File: config.mk
export PLATFORM = sky130hd
export DESIGN_NAME = stream_fifo_io
export DESIGN_NICKNAME = d
export VERILOG_FILES = /design/src/rtl/stream_fifo_io.sv
export SDC_FILE = /design/constraint.sdc
export NUM_CORES = 1
export LEC_CHECK = 0
export ABC_AREA = 1
export BUFFER_PORTS_ARGS = -buffer_cell sky130_fd_sc_hd__buf_2
export CAP_MARGIN = 10
export CORE_MARGIN = 4
export CORE_UTILIZATION = 55
export CTS_CLUSTER_SIZE = 40
export DETAILED_ROUTE_END_ITERATION = 10
export PLACE_DENSITY = 0.76
export SYNTH_ARGS = -nofsm -noshare
export SYNTH_HDL_FRONTEND = slang
export SYNTH_SLANG_ARGS = --single-unit
File: constraint.sdc
create_clock -name clock -period 3.9 [get_ports clock]
set_input_delay 0.195 -clock clock [delete_from_list [all_inputs] [get_ports clock]]
set_output_delay 0.195 -clock clock [all_outputs]
set_load 0.05 [all_outputs]
File: src/rtl/stream_fifo_io.sv
// stream_fifo_io: first-word-fall-through stream buffer of DEPTH entries between
// an upstream and a downstream valid/ready interface.
//   clock, reset (sync, active-high), flush (sync clear of contents)
//   in_data/in_valid/in_ready     upstream handshake
//   out_data/out_valid/out_ready  downstream handshake
//   level, almost_full, almost_empty  fill status
// Optional macro STREAM_FIFO_IO_LAST_EN adds in_last/out_last and the packets counter.
module stream_fifo_io #(
   parameter int    DATA_WIDTH          = 32,
   parameter int    DEPTH               = 4,
   parameter int    AFULL_LEVEL         = DEPTH - 1,
   parameter int    AEMPTY_LEVEL        = 1,
   parameter int    IN_READY_LOW_CYCLES = 0,
   parameter string OUT_ZERO            = "FALSE",
   localparam int   LW                  = $clog2(DEPTH + 1)
) (
   input  logic                  clock,
   input  logic                  reset,
   input  logic                  flush,
   input  logic [DATA_WIDTH-1:0] in_data,
   input  logic                  in_valid,
   output logic                  in_ready,
   output logic [DATA_WIDTH-1:0] out_data,
   output logic                  out_valid,
   input  logic                  out_ready,
`ifdef STREAM_FIFO_IO_LAST_EN
   input  logic                  in_last,
   output logic                  out_last,
   output logic [15:0]           packets,
`endif
   output logic [LW-1:0]         level,
   output logic                  almost_full,
   output logic                  almost_empty
);
   localparam int AW = $clog2(DEPTH);
   localparam int HW = $clog2(IN_READY_LOW_CYCLES + 2);
`ifdef STREAM_FIFO_IO_LAST_EN
   localparam int EW = DATA_WIDTH + 1;
`else
   localparam int EW = DATA_WIDTH;
`endif
   localparam bit OZ = (OUT_ZERO == "TRUE");

   logic [EW-1:0] mem [DEPTH];
   logic [EW-1:0] wr_word, rd_word;
   logic [AW-1:0] wr_ptr, rd_ptr;
   logic [HW-1:0] hold_cnt;
   logic          hold, push, pop;

   // in_ready only sees registered state, so out_ready never reaches it combinationally
   assign in_ready     = ~hold & (level != LW'(DEPTH));
   assign out_valid    = (level != '0);
   assign push         = in_valid & in_ready;
   assign pop          = out_valid & out_ready;
   assign almost_full  = (level >= LW'(AFULL_LEVEL));
   assign almost_empty = (level <= LW'(AEMPTY_LEVEL));
   assign rd_word      = (OZ && level == '0) ? '0 : mem[rd_ptr];
   assign out_data     = rd_word[DATA_WIDTH-1:0];
`ifdef STREAM_FIFO_IO_LAST_EN
   assign wr_word      = {in_last, in_data};
   assign out_last     = rd_word[DATA_WIDTH];
`else
   assign wr_word      = in_data;
`endif

   // hold-off: counter preloads during reset, in_ready released once it has run out
   always_ff @(posedge clock) begin
      if (reset) begin
         hold     <= 1'b1;
         hold_cnt <= HW'(IN_READY_LOW_CYCLES);
      end else if (hold) begin
         if (hold_cnt == '0) hold <= 1'b0;
         else hold_cnt <= hold_cnt - 1'b1;
      end
   end

   always_ff @(posedge clock) begin
      if (reset) begin
         wr_ptr <= '0;
         rd_ptr <= '0;
         level  <= '0;
         for (int i = 0; i < DEPTH; i++) mem[i] <= '0;
      end else if (flush) begin
         wr_ptr <= '0;
         rd_ptr <= '0;
         level  <= '0;
      end else begin
         if (push) begin
            mem[wr_ptr] <= wr_word;
            wr_ptr      <= wr_ptr + 1'b1;
         end
         if (pop) rd_ptr <= rd_ptr + 1'b1;
         level <= level + LW'(push) - LW'(pop);
      end
   end

`ifdef STREAM_FIFO_IO_LAST_EN
   logic push_last, pop_last;
   assign push_last = push & in_last;
   assign pop_last  = pop & mem[rd_ptr][DATA_WIDTH];

   always_ff @(posedge clock) begin
      if (reset || flush) packets <= '0;
      else if (push_last && !pop_last && packets != 16'hFFFF) packets <= packets + 1'b1;
      else if (pop_last && !push_last && packets != 16'h0000) packets <= packets - 1'b1;
   end
`endif
endmodule

==> out/metrics.cfg <==
[drt]
wl_per_cell_microns=17.3
route.vias.total=4364
dr.pass1.iters=5
drt_iter0_markers=396
antenna_left=0
routed_via_density=5.52
wl_microns=13700
drc=0

[cells_and_area]
nets=680
mostFrequentLayoutCell=nor2_1
mostFrequentLayoutCells=nor2_1 (164), edfxtp_1 (128), buf_2 (75)
area_delta_synth_final_pct=18.7
diodes=0
drive_above_1_share=0.212
fillers=805
final_cell_area_sq_um=7210

[floorplanning]
die_h_microns=113
io_pins=76
dieArea_sq_um=12800
initial_utilization=0.561
num_rows=38
core_sq_um=10800
die_w_microns=113

[setup_path]
endpoint_kind=primary output
required_ns=3.70
critPathLaunchType=flop
crit_type=reg -> out
path_max_fanout=33
timing.rr.end=mem[1][15]$_SDFFCE_PN0P_
arrival_ns=2.64
reg2reg_from=level[1]$_SDFF_PP0_
r2r_slack_ns=1.28
reg2reg_depth=7

[timing]
tns_ns=0
fin_crit_ns=2.83
fmax_mhz=353
setup_violations=0
finClkSkew_ns=0.00977
finalCritPeriodShare=0.727
grt_setup_unrepaired=no
final-hold-violation-count=0
drv_slew=0
worst_pin_slew_ns=1.03
slew_headroom=0.311

[global_routing]
track_usage=0.220
grt_busiest_layer=met2
overflow=0
grt_util_met2=0.386
grt_pass1_wl_microns=21800
antenna_found_initial=0
grt_pass1_vias=4475
grt.met3_usage=0.0455
grt_max_degree=65
use_met1=0.266

[outcome]
status=finished clean

[logic_synthesis]
synth_top_area_share=0.632
synth_area_leaders=edfxtp_1 (63%), nor2_1 (10%), o21ai_0 (5.4%)
synth_fp_nets=607
syn_area_sq_um=6080
synth_seq_cells=138
synth_top_cell_by_area=edfxtp_1
synth_cell_types=27
yosys_warnings=0
syn_inst=564
synth_area_per_cell_sq_um=10.8
seq_area_frac_synth=0.665

[power]
p_leak_nw=2.96
max-vdd-ir-drop_mv=0.273
p_per_area_nw_per_um2=508

[placement]
gp_congestion=0.788
io_buffers=75
placed_area_sq_um=6510
place_hpwl_microns=7890

[clock_tree]
clk_latency_ns=0.51
cts_root_buf=clkbuf_8
cts_made_buffers=17
clk_pin_slew_ns=0.06
cts_tree=yes
clock_sinks=138
clock_path_buffers=2
htreeDepth=4
cts_resized=0
post-cts-setup-buffer-count=0

[min_path]
min_to=mem[0][12]$_SDFFCE_PN0P_
hold_path.class=in -> reg
holdPathStages=3
hp-start=in_data[12]

[run]
drv_cap=0

worst max-delay path by stage:
stage                        start                   end  depth (start not counted)
2_1_floorplan  level[1]$_SDFF_PP0_   mem[3][0]$_DFFE_PP_                          4
3_3_place_gp   level[1]$_SDFF_PP0_  mem[3][21]$_DFFE_PP_                          5
3_5_place_dp   level[1]$_SDFF_PP0_  mem[3][17]$_DFFE_PP_                          5
4_1_cts                       flop           out_data[0]                          5
5_1_grt                       flop           out_data[0]                          5
6_report                      flop           out_data[0]                          5
cell usage after synthesis (all sizes together):
library cell	number
o21ai	66
dfxtp	10
nand3	4
a22o	1
xnor2	1
clkbuf	18
xor2	1
nand4	2
a21oi	6
buf	14
nor3	23
edfxtp	128
nand2	16
o22ai	32
nor2	179
clkinv	1
inv	56
ha	5
fa	1
cell families (layout without fill, tap and decap cells):
kind of cell | Yosys count | in the layout | synth area share
AND/OR/NAND/NOR | 224 | 224 | 0.161
flip-flops | 138 | 138 | 0.665
AO/OA/AOI/OAI | 105 | 105 | 0.0936
buffers and inverters | 89 | 175 | 0.0640
adder cells (fa/ha/maj) | 6 | 6 | 0.0136
XOR/XNOR | 2 | 2 | 0.00288
sequential cells by signal, indices dropped and copies added (netlist names), named ones only:
name	flops
hold	1
level	3
mem	128
rd_ptr	2
wr_ptr	2
layout make-up:
| cell class | instances | area, sq um | area share |
|---|---|---|---|
| Sequential cell | 138 | 4050 | 0.561 |
| Inverter | 57 | 214 | 0.0297 |
| Clock inverter | 7 | 70.1 | 0.00971 |
| Tap cell | 140 | 175 | 0.0243 |
| Timing Repair Buffer | 86 | 493 | 0.0683 |
| Clock buffer | 25 | 559 | 0.0775 |
| Multi-Input combinational cell | 337 | 1660 | 0.230 |
report_power, final:
part	switching (mW)	leakage (nW)	total (mW)	internal [mW]
logic	0.250	1.24	0.328	0.0777
clock network	0.588	0.316	1.64	1.05
registers	0.0194	1.41	1.70	1.68
total	0.858	2.96	3.66	2.81
repair_timing:
item,4_1_cts,5_1_grt
endpoints found under the setup margin,0,0
hold endpoints to repair,3,0
hold buffers,3,0
critical path, stage by stage (launching register included):
cell	delay (ns)
dfxtp_1	0.30
buf_4	0.24
inv_1	0.77
o21ai_0	0.28
o22ai_1	0.23
buf_2	0.30
per-stage QoR:
step	util	hold WS [ns]	total power, mW	instances	setup slack, ns
6_report	0.666	0.0206	3.66	790	1.07
2_1_floorplan	-	0.223	1.95	564	0.00426
5_1_grt	0.666	0.0217	3.78	790	0.915
3_5_place_dp	0.601	0.371	2.05	753	1.28
4_1_cts	0.662	0.00251	3.67	788	1.04
3_3_place_gp	0.601	0.356	2.04	753	1.31
layer usage:
metal	wire (microns)	share of wire	vias up
met5	0	0	-
met4	225	0.016	0
met3	931	0.068	17
met2	7170	0.52	174
met1	5330	0.39	2092
li1	-	-	2081
Note: power is estimated with default switching activity, not from simulation.
